## config.mk

```make
export PLATFORM = sky130hd
export DESIGN_NAME = mux8t1_8_arb_flat
export DESIGN_NICKNAME = d
export VERILOG_FILES = /design/src/rtl/mux8t1_8_arb_if.sv /design/src/rtl/mux8t1_8_arb.sv /design/src/flat_wrapper.sv
export SDC_FILE = /design/constraint.sdc
export NUM_CORES = 1
export LEC_CHECK = 0
export BUFFER_PORTS_ARGS = -buffer_cell sky130_fd_sc_hd__buf_2
export CAP_MARGIN = 10
export CORE_UTILIZATION = 49
export CTS_CLUSTER_DIAMETER = 60
export DETAILED_ROUTE_END_ITERATION = 12
export GPL_ROUTABILITY_DRIVEN = 0
export HOLD_SLACK_MARGIN = 0.1
export PLACE_DENSITY = 0.82
export SLEW_MARGIN = 20
export SYNTH_ARGS = -nofsm -noshare
export SYNTH_HDL_FRONTEND = slang
export SYNTH_SLANG_ARGS = --single-unit
```

## constraint.sdc

```tcl
create_clock -name clk -period 5.7 [get_ports clk]
set_input_delay 0.855 -clock clk [delete_from_list [all_inputs] [get_ports clk]]
set_output_delay 0.855 -clock clk [all_outputs]
set_load 0.02 [all_outputs]
```

## src/rtl/mux8t1_8_arb_if.sv

```systemverilog
// Bus bundle for the mux8t1_8_arb round-robin arbiter.
//   req      : per-requester request, bit i belongs to xi
//   x0..x7   : requester data bytes
//   o_ready  : downstream accepts o when high together with o_valid
//   o        : registered output data
//   o_valid  : o holds a beat
//   sel      : index of the current or last grant
//   gnt      : one-hot grant, zero while idle
//   ack      : combinational one-cycle accept pulse to the grant owner
// master = requesters/downstream side, slave = arbiter side.
interface mux8t1_8_arb_if #(
  parameter int unsigned WIDTH = 8
);
  logic [7:0]       req;
  logic [WIDTH-1:0] x0;
  logic [WIDTH-1:0] x1;
  logic [WIDTH-1:0] x2;
  logic [WIDTH-1:0] x3;
  logic [WIDTH-1:0] x4;
  logic [WIDTH-1:0] x5;
  logic [WIDTH-1:0] x6;
  logic [WIDTH-1:0] x7;
  logic             o_ready;
  logic [WIDTH-1:0] o;
  logic             o_valid;
  logic [2:0]       sel;
  logic [7:0]       gnt;
  logic [7:0]       ack;

  modport master (
    output req, x0, x1, x2, x3, x4, x5, x6, x7, o_ready,
    input  o, o_valid, sel, gnt, ack
  );

  modport slave (
    input  req, x0, x1, x2, x3, x4, x5, x6, x7, o_ready,
    output o, o_valid, sel, gnt, ack
  );
endinterface

```

## src/rtl/mux8t1_8_arb.sv

```systemverilog
// Round-robin arbiter and sequencer for the 8-to-1 mux datapath. Picks one
// requester, drives the mux select, captures the selected word into a
// registered output and hands it downstream with a valid/ready handshake.
// Ports:
//   clk    : clock, rising edge
//   rst_n  : asynchronous active-low reset
//   bus    : mux8t1_8_arb_if.slave (req, x0..x7, o_ready in;
//            o, o_valid, sel, gnt, ack out; ack is combinational)
// Optional feature: define MUX_ARB_BURST_EN to let the owner keep the grant
// for up to BURST_MAX consecutive beats while it holds its request.
module mux8t1_8_arb #(
  parameter int unsigned WIDTH     = 8,
  parameter int unsigned BURST_MAX = 4
) (
  input  logic             clk,
  input  logic             rst_n,
  mux8t1_8_arb_if.slave    bus
);

  localparam int unsigned N_REQ = 8;
  localparam int unsigned SEL_W = 3;
  localparam int unsigned CNT_W = 4;

`ifdef MUX_ARB_BURST_EN
  localparam bit BURST_EN = 1'b1;
`else
  localparam bit BURST_EN = 1'b0;
`endif

  // Beats allowed per grant; a disabled feature is a cap of one beat.
  localparam int unsigned BURST_CAP = BURST_EN ? BURST_MAX : 1;

  typedef enum logic {
    IDLE = 1'b0,
    XFER = 1'b1
  } state_e;

  state_e             state_q, state_d;
  logic [SEL_W-1:0]   ptr_q, ptr_d;
  logic [SEL_W-1:0]   sel_q, sel_d;
  logic [N_REQ-1:0]   gnt_q, gnt_d;
  logic [WIDTH-1:0]   o_q, o_d;
  logic               o_valid_q, o_valid_d;
  logic [CNT_W-1:0]   cnt_q;
  logic [SEL_W-1:0]   pick;
  logic               accept;
  logic               burst_more;
  logic               regrant;
  logic [WIDTH-1:0]   xv [N_REQ];

  assign xv[0] = bus.x0;
  assign xv[1] = bus.x1;
  assign xv[2] = bus.x2;
  assign xv[3] = bus.x3;
  assign xv[4] = bus.x4;
  assign xv[5] = bus.x5;
  assign xv[6] = bus.x6;
  assign xv[7] = bus.x7;

  assign accept = o_valid_q & bus.o_ready;

  // Owner keeps the grant if still requesting and under its beat cap.
  assign burst_more = bus.req[sel_q] && ((32'(cnt_q) + 32'd1) < BURST_CAP);

  // A nonzero count in IDLE means a burst is in progress for sel_q.
  assign regrant = (cnt_q != '0) && bus.req[sel_q];

  // Circular first-set search from ptr; walking downward lets the
  // lowest offset from ptr win.
  always_comb begin
    pick = ptr_q;
    for (int i = int'(N_REQ) - 1; i >= 0; i--) begin
      if (bus.req[SEL_W'(ptr_q + SEL_W'(i))]) begin
        pick = SEL_W'(ptr_q + SEL_W'(i));
      end
    end
  end

`ifdef MUX_ARB_BURST_EN
  logic [CNT_W-1:0] cnt_d;

  // Burst counter: counts re-grants to the same owner.
  always_comb begin
    cnt_d = cnt_q;
    if (state_q == IDLE && (|bus.req) && !regrant) begin
      cnt_d = '0;
    end else if (accept) begin
      cnt_d = burst_more ? CNT_W'(cnt_q + CNT_W'(1)) : '0;
    end
  end

  always_ff @(posedge clk or negedge rst_n) begin
    if (!rst_n) begin
      cnt_q <= '0;
    end else begin
      cnt_q <= cnt_d;
    end
  end
`else
  assign cnt_q = '0;
`endif

  // Next-state and registered-output logic.
  always_comb begin
    state_d   = state_q;
    ptr_d     = ptr_q;
    sel_d     = sel_q;
    gnt_d     = gnt_q;
    o_d       = o_q;
    o_valid_d = o_valid_q;
    case (state_q)
      IDLE: begin
        if (|bus.req) begin
          sel_d     = regrant ? sel_q : pick;
          gnt_d     = N_REQ'(1) << sel_d;
          o_d       = xv[sel_d];
          o_valid_d = 1'b1;
          state_d   = XFER;
        end
      end
      XFER: begin
        // Captured beat, select and grant hold until accepted.
        if (accept) begin
          o_valid_d = 1'b0;
          gnt_d     = '0;
          state_d   = IDLE;
          if (!burst_more) begin
            ptr_d = SEL_W'(sel_q + SEL_W'(1));
          end
        end
      end
      default: state_d = IDLE;
    endcase
  end

  // State and output registers.
  always_ff @(posedge clk or negedge rst_n) begin
    if (!rst_n) begin
      state_q   <= IDLE;
      ptr_q     <= '0;
      sel_q     <= '0;
      gnt_q     <= '0;
      o_q       <= '0;
      o_valid_q <= 1'b0;
    end else begin
      state_q   <= state_d;
      ptr_q     <= ptr_d;
      sel_q     <= sel_d;
      gnt_q     <= gnt_d;
      o_q       <= o_d;
      o_valid_q <= o_valid_d;
    end
  end

  assign bus.o       = o_q;
  assign bus.o_valid = o_valid_q;
  assign bus.sel     = sel_q;
  assign bus.gnt     = gnt_q;
  assign bus.ack     = gnt_q & {N_REQ{accept}};

endmodule

```

## src/flat_wrapper.sv

```systemverilog
// flat-port wrapper written by rule: the top's interface ports become plain ports
module mux8t1_8_arb_flat 
#(
  parameter int unsigned WIDTH     = 8,
  parameter int unsigned BURST_MAX = 4
)
  (clk, rst_n, bus_req, bus_x0, bus_x1, bus_x2, bus_x3, bus_x4, bus_x5, bus_x6, bus_x7, bus_o_ready, bus_o, bus_o_valid, bus_sel, bus_gnt, bus_ack);
  mux8t1_8_arb_if #(.WIDTH(WIDTH)) bus_i ();
  input  logic clk;
  input  logic rst_n;
  input wire logic [$bits(bus_i.req)-1:0] bus_req;
  input wire logic [$bits(bus_i.x0)-1:0] bus_x0;
  input wire logic [$bits(bus_i.x1)-1:0] bus_x1;
  input wire logic [$bits(bus_i.x2)-1:0] bus_x2;
  input wire logic [$bits(bus_i.x3)-1:0] bus_x3;
  input wire logic [$bits(bus_i.x4)-1:0] bus_x4;
  input wire logic [$bits(bus_i.x5)-1:0] bus_x5;
  input wire logic [$bits(bus_i.x6)-1:0] bus_x6;
  input wire logic [$bits(bus_i.x7)-1:0] bus_x7;
  input wire logic [$bits(bus_i.o_ready)-1:0] bus_o_ready;
  output wire logic [$bits(bus_i.o)-1:0] bus_o;
  output wire logic [$bits(bus_i.o_valid)-1:0] bus_o_valid;
  output wire logic [$bits(bus_i.sel)-1:0] bus_sel;
  output wire logic [$bits(bus_i.gnt)-1:0] bus_gnt;
  output wire logic [$bits(bus_i.ack)-1:0] bus_ack;
  assign bus_i.req = bus_req;
  assign bus_i.x0 = bus_x0;
  assign bus_i.x1 = bus_x1;
  assign bus_i.x2 = bus_x2;
  assign bus_i.x3 = bus_x3;
  assign bus_i.x4 = bus_x4;
  assign bus_i.x5 = bus_x5;
  assign bus_i.x6 = bus_x6;
  assign bus_i.x7 = bus_x7;
  assign bus_i.o_ready = bus_o_ready;
  assign bus_o = bus_i.o;
  assign bus_o_valid = bus_i.o_valid;
  assign bus_sel = bus_i.sel;
  assign bus_gnt = bus_i.gnt;
  assign bus_ack = bus_i.ack;
  mux8t1_8_arb #(.WIDTH(WIDTH), .BURST_MAX(BURST_MAX)) u_core (.clk(clk), .rst_n(rst_n), .bus(bus_i));
endmodule
```

==> results of run 1 <==
state kept, by name, indices dropped and copies added (netlist names):
| register | count |
|---|---|
| u_core.bus.sel | 3 |
| u_core.ptr_q | 3 |
| u_core.bus.gnt | 8 |
| u_core.bus.o | 8 |
| u_core.state_q | 1 |
| u_core.bus.o_valid | 1 |
cells in the mapped netlist (all sizes together):
cell type / number
ha: 3
xor2: 3
mux2i: 25
a31oi: 4
a221oi: 2
a32oi: 2
nand2b: 8
a22o: 3
a2111oi: 2
nor4: 3
o221ai: 8
a221o: 2
inv: 6
a2111o: 1
and3: 8
o311ai: 2
a21oi: 6
nor2b: 5
mux2: 6
mux4: 18
xnor2: 1
o311a: 1
nand2: 27
o21ai: 17
nand4: 5
clkbuf: 9
a21o: 1
a41o: 1
nor2: 6
buf: 11
nand3: 4
or2: 2
a211oi: 5
clkinv: 1
and2: 3
o22ai: 2
a22oi: 9
nor3: 3
dfrtp: 24
worst max-delay path by stage:
stage                             endpoint  slack [ns]
2_1_floorplan  u_core.bus.o[6]$_DFFE_PN0P_        1.63
3_3_place_gp   u_core.bus.o[1]$_DFFE_PN0P_        1.24
3_5_place_dp   u_core.bus.o[3]$_DFFE_PN0P_        1.03
4_1_cts        u_core.bus.o[3]$_DFFE_PN0P_        1.02
5_1_grt        u_core.bus.o[3]$_DFFE_PN0P_        0.58
6_report       u_core.bus.o[3]$_DFFE_PN0P_        0.98
layer usage:
layer	GRT usage [%]	wire, um	vias up
met2	46.6	3600	134
met3	3.75	427	28
met1	39.1	2860	1187
met4	8.93	181	0
li1	-	-	1160
met5	0	0	-
worst register-to-register path, stage by stage, from the launching register on:
cell	delay, ns
dfrtp_1	0.86
clkinv_1	0.43
ha_1	0.75
mux2i_1	0.18
mux2_4	0.30
a221oi_2	0.33
a21oi_1	0.18
o311ai_4	0.81
buf_4	0.37
mux2i_1	0.24
o221ai_1	0.15
area by class of cell:
class / count / area share, %
Tap cell: 67 / 2.78
Sequential cell: 24 / 19.9
Timing Repair Buffer: 104 / 17.4
Inverter: 7 / 0.870
Multi-Input combinational cell: 198 / 56.7
Clock inverter: 1 / 0.995
Clock buffer: 3 / 1.37
cell families (layout without fill, tap and decap cells):
group,after synthesis,after routing,share of synthesized area (%)
simple gates,74,74,15.4
flops,24,24,24.8
fa+ha+maj,3,3,1.55
buf+inv,27,115,5.12
mux,49,49,30.7
xor+xnor,4,4,1.76
compound gates,68,68,20.7
stage by stage:
step	cell area [sq um]	hold slack (ns)	utilization [%]
6_report	3020	0.528	63.9
4_1_cts	3020	0.526	63.9
3_3_place_gp	2950	0.487	62.4
3_5_place_dp	2950	0.504	62.4
2_1_floorplan	2420	0.496	-
5_1_grt	3020	0.554	63.9
where the power goes:
group,switching [mW],total [mW],internal [mW]
Combinational,0.973,1.81,0.836
Sequential,0.107,0.353,0.246
Clock,0.0554,0.149,0.0939
==> run metrics, run 1 <==
Worst path max stage delay 0.86 ns; Final Hold Vio Count 0; area of the multi-input gates 0.00171 sq mm; drt pass-1 iters 4; # setup viols final 0; DIE AREA 0.00522 sq mm; post-synth top area share 24.8%; Reg-to-Reg Start u_core.ptr_q[1]$_DFFE_PN0P_; worst reg2reg endpoint u_core.bus.o[3]$_DFFE_PN0P_; Antenna Violating Nets Remaining 0; Setup crit start u_core.ptr_q[1]$_DFFE_PN0P_; CP Data Arrival Time 4.86 ns; Register-to-Register Path Depth 10; Hold Path End u_core.bus.gnt[7]$_DFFE_PN0P_; startpoint types flop; slowest stage cell, crit path dfrtp_1; largest net degree at the start of global routing 32; number of gates resized after cts 0; Avg Vias per Cell 6.21; min-delay src u_core.bus.gnt[7]$_DFFE_PN0P_; Setup Skew 0.00977 ns; syn avg cell area 9.71 sq um; cell row count 25; Tot Pwr 2.31 mW; CP bufs+invs 2; worst path required time 5.83 ns; LEAKAGE 1.45 nW; Max FO, Critical Path 23; I/O pin cnt 103; via count 2509; CTS root buf clkbuf_8; CTS tree done; most common cell after layout, fill and taps aside buf_2; FF+latch count, synth 24; worst vdd ir 339 uV; Slew @ Worst Pin 0.901 ns; Storage cell area 601 sq um; number of fill cells 385; relative slew slack 39.8%; IO buf count 102; post-synth cell types 47; synthesis-to-layout area growth 24.8%; Worst Hold Path Cells 2; clock buffer depth 2; H-Tree Depth 1; placed cells 400; worst min-delay path class reg2reg; DRT iter0 DRCs 250; detailed placement HPWL 5430 um; synthesized area 0.00242 sq mm; Final WS setup 0.979 ns; Nets 416; # Max-Cap Violations 0; share of the yosys chip area belonging to registers 24.8%; FF-to-FF setup slack 0.98 ns; period utilisation layout 82.8%; area of the core 0.00472 sq mm; minimum clock period 4.72 ns; Avg WL per Cell 17.5 um; most used cell along the critical path mux2i_1; worst skew pair latency 0.27 ns; DRC violations left 0; Initial Util 51.2%; DIE WIDTH 72.3 um; largest cells by area after synthesis dfrtp_1, mux4_2, mux2i_1; total track usage 28.4%; clock buffer count from CTS 3; n_diodes 0; Crit Path Class reg2reg; Synth Instances 249; CP endpoint kind flop; most frequent cells in the layout buf_2, nand2_1, mux2i_1, dfrtp_1, o21ai_0; GR Overflow Total 0; layout cells sized above 1 40.1%; worst slack, placed 1.03 ns; initial antenna violation count 0; Worst path depth 10; global-route wire length before repair 11600 um; status finished, final reports clean; CTS Sinks 24; cells along the critical path clkinv_1 > ha_1 > mux2i_1 > mux2_4 > a221oi_2 > a21oi_1 > o311ai_4 > buf_4 > mux2i_1 > o221ai_1; post-route setup TNS 0 ns; Crit path max-delay family compound AO/OA/AOI/OAI gates; clock transition at the registers of the reported paths 0.09 ns; Post-Syn Nets 327; vias in the first global route 2412; post-CTS setup buffers 0; Yosys warning total 0; fmax 212 MHz; RSZ-0062 raised after global routing false; Synth area leader dfrtp_1; PD cells 766 mW/mm^2; chip height 72.3 um; Slew Limit Fails 0; final std cells w/o fill 404; drt total wl 7070 um; cts hold-fix bufs 0
Note: power is estimated with default switching activity, not from simulation.
==> run 2, diff against run 1 <==
- ABC_AREA: unset -> 1
- clock period: 5.7 -> 4.6 ns (I/O delays scaled with it)
==> run metrics, run 2 <==
drt pass-1 iters 6 (was 4); post-route setup TNS 0 ns (unchanged); post-synth cell types 28 (was 47); via count 2963 (was 2509); Slew @ Worst Pin 0.810 ns (was 0.901 ns); detailed placement HPWL 5330 um (was 5430 um); largest cells by area after synthesis nand2_1, dfrtp_1, nand3_1 (was dfrtp_1, mux4_2, mux2i_1); DRT iter0 DRCs 326 (was 250); period utilisation layout 76.2% (was 82.8%); Synth Flop Type dfrtp_1 (unchanged); Avg Vias per Cell 5.25 (was 6.21); cell row count 25 (unchanged); chip height 72.2 um (was 72.3 um); number of gates resized after cts 0 (unchanged); Final Hold Vio Count 0 (unchanged); worst path required time 4.77 ns (was 5.83 ns); global-route wire length before repair 11400 um (was 11600 um); Setup Skew 0.00171 ns (was 0.00977 ns); Synth area leader nand2_1 (was dfrtp_1); GR Overflow Total 0 (unchanged); status finished, final reports clean (unchanged); post-CTS setup buffers 0 (unchanged); RSZ-0062 raised after global routing false (unchanged); worst min-delay path class in2async (was reg2reg); FF+latch count, synth 24 (unchanged); area of the multi-input gates 0.00156 sq mm (was 0.00171 sq mm); syn avg cell area 5.91 sq um (was 9.71 sq um); Nets 577 (was 416); clock transition at the registers of the reported paths 0.08 ns (was 0.09 ns); number of fill cells 484 (was 385); H-Tree Depth 1 (unchanged); I/O pin cnt 103 (unchanged); total track usage 26.9% (was 28.4%); synthesized area 0.00242 sq mm (about the same); Crit Path Class reg2reg (unchanged); largest net degree at the start of global routing 26 (was 32); Worst path max stage delay 0.68 ns (was 0.86 ns); cells along the critical path inv_2 > ha_1 > inv_2 > nand3_1 > nand3_1 > nand2_1 > o21ai_0 > nand2_1 > nand2_1 > nand2_1 > nand2_1 > nand2_1 > nand2_1 > nand2_1 > nand2_1 > nand2_1 > nor2_1 > inv_1 > o22ai_1 (was clkinv_1 > ha_1 > mux2i_1 > mux2_4 > a221oi_2 > a21oi_1 > o311ai_4 > buf_4 > mux2i_1 > o221ai_1); Slew Limit Fails 0 (unchanged); Post-synth top cells nand2_1, nand3_1, dfrtp_1 (was nand2_1, dfrtp_1, mux2i_1); slowest stage cell, crit path dfrtp_1 (unchanged); most common cell after layout, fill and taps aside nand2_1 (was buf_2); DIE AREA 0.00522 sq mm (about the same); CTS Sinks 24 (unchanged); # Max-Cap Violations 0 (unchanged); initial antenna violation count 0 (unchanged); CTS root buf clkbuf_8 (unchanged); number of synthesized flops with an enable pin 0 (unchanged); Storage cell area 601 sq um (unchanged); IO buf count 102 (unchanged); # setup viols final 0 (unchanged); minimum clock period 3.51 ns (was 4.72 ns); CTS tree done (unchanged); FF-to-FF setup slack 1.09 ns (was 0.98 ns); Max FO, Critical Path 13 (was 23); clock buffer depth 2 (unchanged); worst skew pair latency 0.26 ns (was 0.27 ns); drt total wl 6830 um (was 7070 um); DIE WIDTH 72.2 um (was 72.3 um); post-synth top area share 30.7% (was 24.8%); vias in the first global route 2706 (was 2412); Post-Syn Nets 487 (was 327); n_diodes 0 (unchanged); CP endpoint kind flop (unchanged); startpoint types flop (unchanged); cts hold-fix bufs 0 (unchanged); CP Data Arrival Time 3.68 ns (was 4.86 ns); area of the core 0.00472 sq mm (unchanged); fmax 285 MHz (was 212 MHz); synthesis-to-layout area growth 20.8% (was 24.8%); Initial Util 51.2% (about the same); clock buffer count from CTS 3 (unchanged); layout cells sized above 1 25.8% (was 40.1%); share of the yosys chip area belonging to registers 24.8% (about the same); most frequent cells in the layout nand2_1, buf_2, nand3_1 (was buf_2, nand2_1, mux2i_1, dfrtp_1, o21ai_0); most frequent cell after synthesis nand2_1 (unchanged); Antenna Violating Nets Remaining 0 (unchanged); relative slew slack 46.0% (was 39.8%); DRC violations left 0 (unchanged); most used cell along the critical path nand2_1 (was mux2i_1); Avg WL per Cell 12.1 um (was 17.5 um); Synth Instances 409 (was 249); Yosys warning total 0 (unchanged); share of synthesized registers carrying an async set or reset 100% (unchanged)
run 2: area by class of cell:
cell class | instances | area share (%)
multi-input cells | 336 | 53.5
flip-flops and latches | 24 | 20.6
repair buffers | 102 | 17.5
inverters | 32 | 4.20
well taps | 67 | 2.87
clock buffers | 3 | 1.41
run 2: per-stage QoR:
stage | util (%) | hold slack (ns) | std cells | setup WS [ns] | cell area [sq um]
6_report | 61.8 | 0.399 | 564 | 1.09 | 2920
5_1_grt | 61.8 | 0.432 | 564 | 0.845 | 2920
4_1_cts | 61.8 | 0.405 | 564 | 1.18 | 2920
3_5_place_dp | 60.9 | 0.486 | 561 | 1.21 | 2880
3_3_place_gp | 60.9 | 0.480 | 561 | 1.34 | 2880
2_1_floorplan | - | 0.394 | 409 | 2.16 | 2420
run 2: path summary, 6_finish.rpt:
kind	depth (start not counted)	to	start
setup / recovery	19	u_core.bus.gnt[2]$_DFFE_PN0P_	u_core.ptr_q[0]$_DFFE_PN0P_
hold / removal	1	u_core.bus.gnt[6]$_DFFE_PN0P_	rst_n
setup reg to reg	19	u_core.bus.gnt[2]$_DFFE_PN0P_	u_core.ptr_q[0]$_DFFE_PN0P_
hold reg to reg	2	u_core.bus.o[5]$_DFFE_PN0P_	u_core.bus.o[5]$_DFFE_PN0P_
max in group asynchronous	1	u_core.bus.o[4]$_DFFE_PN0P_	rst_n
min in group clk	2	u_core.bus.o[5]$_DFFE_PN0P_	u_core.bus.o[5]$_DFFE_PN0P_
run 2: cells by family after synthesis:
kind of cell,share of synthesized area (%)
simple gates,56.0
buf+inv,10.6
fa+ha+maj,1.55
xor+xnor,1.76
flops,24.8
compound gates,5.23
run 2: routing by layer:
metal | global-route usage, % | up-vias | wire length [um]
li1 | - | 1475 | -
met1 | 35.7 | 1300 | 2850
met2 | 46.3 | 172 | 3290
met3 | 3.06 | 16 | 554
met4 | 6.97 | 0 | 133
met5 | 0 | - | 0
run 2: worst max-delay path, delay by kind of cell, from the launching register on:
kind / cells / cell delay, ns
buffers and inverters: 3 / 0.54
flip-flops: 1 / 0.68
AO/OA/AOI/OAI: 2 / 0.32
AND/OR/NAND/NOR: 13 / 1.39
adder cells (fa/ha/maj): 1 / 0.45
Power of run 2 is not shown: default switching activity piles up to over one toggle a cycle in this logic, so the estimate is an artifact.
==> run 3, diff against run 2 <==
- ABC_AREA: 1 -> 0
- CORE_UTILIZATION: 49 -> 44
- PLACE_DENSITY: 0.82 -> 0.78
- clock period: 4.6 -> 3.1 ns (I/O delays scaled with it)
==> run metrics, run 3 (same netlist as run 1, synthesis figures left out) <==
Slew @ Worst Pin 0.623 ns (was 0.810 ns); # Max-Cap Violations 0 (unchanged); Antenna Violating Nets Remaining 0 (unchanged); CTS root buf clkbuf_8 (unchanged); startpoint types flop (unchanged); DIE WIDTH 76.1 um (was 72.2 um); DRC violations left 0 (unchanged); Nets 480 (was 577); clock buffer depth 2 (unchanged); Final Hold Vio Count 0 (unchanged); initial antenna violation count 0 (unchanged); chip height 76.1 um (was 72.2 um); DRT iter0 DRCs 180 (was 326); worst min-delay path class in2async (unchanged); cells along the critical path clkinv_4 > ha_4 > buf_4 > mux4_2 > mux2i_1 > o21ai_0 > o21ai_0 > a41o_4 > mux4_2 > a22oi_1 > o221ai_1 (was inv_2 > ha_1 > inv_2 > nand3_1 > nand3_1 > nand2_1 > o21ai_0 > nand2_1 > nand2_1 > nand2_1 > nand2_1 > nand2_1 > nand2_1 > nand2_1 > nand2_1 > nand2_1 > nor2_1 > inv_1 > o22ai_1); Initial Util 46.5% (was 51.2%); most frequent cells in the layout buf_2, buf_4, nand2_1 (was nand2_1, buf_2, nand3_1); Max FO, Critical Path 7 (was 13); IO buf count 102 (unchanged); n_diodes 0 (unchanged); fin util 70.8% (was 61.8%); synthesis-to-layout area growth 52.4% (was 20.8%); fmax 300 MHz (was 285 MHz); RSZ-0062 raised after global routing true (was false); CP Data Arrival Time 3.48 ns (was 3.68 ns); drt pass-1 iters 4 (was 6); worst slack, placed -0.226 ns (was 1.21 ns); drt total wl 8800 um (was 6830 um); minimum clock period 3.34 ns (was 3.51 ns); Storage cell area 602 sq um (was 601 sq um); layout cells sized above 1 56.9% (was 25.8%); Final WS setup -0.237 ns (was 1.09 ns); Setup Skew 0.00434 ns (was 0.00171 ns); H-Tree Depth 1 (unchanged); Avg Vias per Cell 6.09 (was 5.25); detailed placement HPWL 6370 um (was 5330 um); Avg WL per Cell 18.7 um (was 12.1 um); most common cell after layout, fill and taps aside buf_2 (was nand2_1); total track usage 29.1% (was 26.9%); I/O pin cnt 103 (unchanged); worst path required time 3.24 ns (was 4.77 ns); DIE AREA 0.00580 sq mm (was 0.00522 sq mm); global-route wire length before repair 13400 um (was 11400 um); status finished, violations left (was finished, final reports clean); vias in the first global route 2813 (was 2706); largest net degree at the start of global routing 25 (was 26); worst vdd ir 900 uV; CTS Sinks 24 (unchanged); area of the core 0.00520 sq mm (was 0.00472 sq mm); LEAKAGE 1.78 nW; Worst path max stage delay 0.52 ns (was 0.68 ns); Slew Limit Fails 0 (unchanged); Crit Path Class reg2reg (unchanged); clock transition at the registers of the reported paths 0.09 ns (was 0.08 ns); worst skew pair latency 0.27 ns (was 0.26 ns); area of the multi-input gates 0.00190 sq mm (was 0.00156 sq mm); CTS tree done (unchanged); period utilisation layout 108% (was 76.2%); slowest stage cell, crit path mux4_2 (was dfrtp_1); via count 2868 (was 2963); GR Overflow Total 0 (unchanged); # setup viols final 10 (was 0); number of fill cells 394 (was 484); CP endpoint kind flop (unchanged); cell row count 26 (was 25); failing checks setup timing; relative slew slack 58.0% (was 46.0%); clock buffer count from CTS 3 (unchanged); PD cells 1570 mW/mm^2
==> run 3: through the flow <==
| stage | cell area [sq um] | setup TNS [ns] | hold slack (ns) | std cells | power, mW |
|---|---|---|---|---|---|
| finish | 3690 | -1.83 | 0.167 | 471 | 5.79 |
| global route | 3690 | -4.08 | 0.194 | 471 | 6.13 |
| CTS | 3560 | -1.27 | 0.178 | 465 | 5.39 |
| detailed placement | 3390 | -1.88 | 0.476 | 456 | 4.75 |
| global placement | 3390 | -0.852 | 0.470 | 456 | 4.62 |
| floorplan | 2530 | -3.95 | 0.169 | 249 | 3.57 |
==> run 3: where the power goes <==
part / switching, mW / internal [mW] / total, mW
logic: 2.44 / 2.45 / 4.90
clock network: 0.109 / 0.173 / 0.282
registers: 0.156 / 0.456 / 0.612
==> run 3: timing repair <==
action                                  4_1_cts  5_1_grt
pin swaps                                     6       11
hold buffers                                  0        0
endpoints found under the setup margin       14       18
buffers inserted                              4        5
endpoints found under the hold margin         0        0
gates cloned                                  1        1
resized for setup                            16       17
==> run 3: critical path: cells and delay by family (launching register included) <==
family                     cells  cell delay (ns)
muxes                          3             1.17
AOI/OAI and AO/OA              5             1.05
DFF                            1             0.43
adders and majority gates      1             0.33
buffers and inverters          2             0.21
==> run 3: final timing paths <==
check	endpoint	slack [ns]	from	depth (start not counted)
min in group clk	u_core.bus.o[2]$_DFFE_PN0P_	0.52	bus_x4[2]	3
max reg2reg	u_core.bus.o[5]$_DFFE_PN0P_	-0.24	u_core.ptr_q[1]$_DFFE_PN0P_	11
min	u_core.bus.gnt[4]$_DFFE_PN0P_	0.17	rst_n	1
max in group asynchronous	u_core.ptr_q[0]$_DFFE_PN0P_	2.54	rst_n	1
min reg2reg	u_core.bus.gnt[3]$_DFFE_PN0P_	0.52	u_core.bus.gnt[3]$_DFFE_PN0P_	2
max	u_core.bus.o[5]$_DFFE_PN0P_	-0.24	u_core.ptr_q[1]$_DFFE_PN0P_	11
==> run 3: routing by layer <==
layer  track usage, %  routed length [um]  vias up
li1                 -                   -     1281
met1             34.2                3210     1375
met2             53.8                4610      180
met3             3.71                 724       32
met4             11.2                 263        0
met5                0                   0        -
==> run 3: layout make-up <==
class	count	area share [%]
Multi-Input combinational cell	200	51.4
Tap cell	70	2.38
Timing Repair Buffer	166	27.1
Inverter	7	0.849
Sequential cell	24	16.3
Clock inverter	1	0.815
Clock buffer	3	1.12
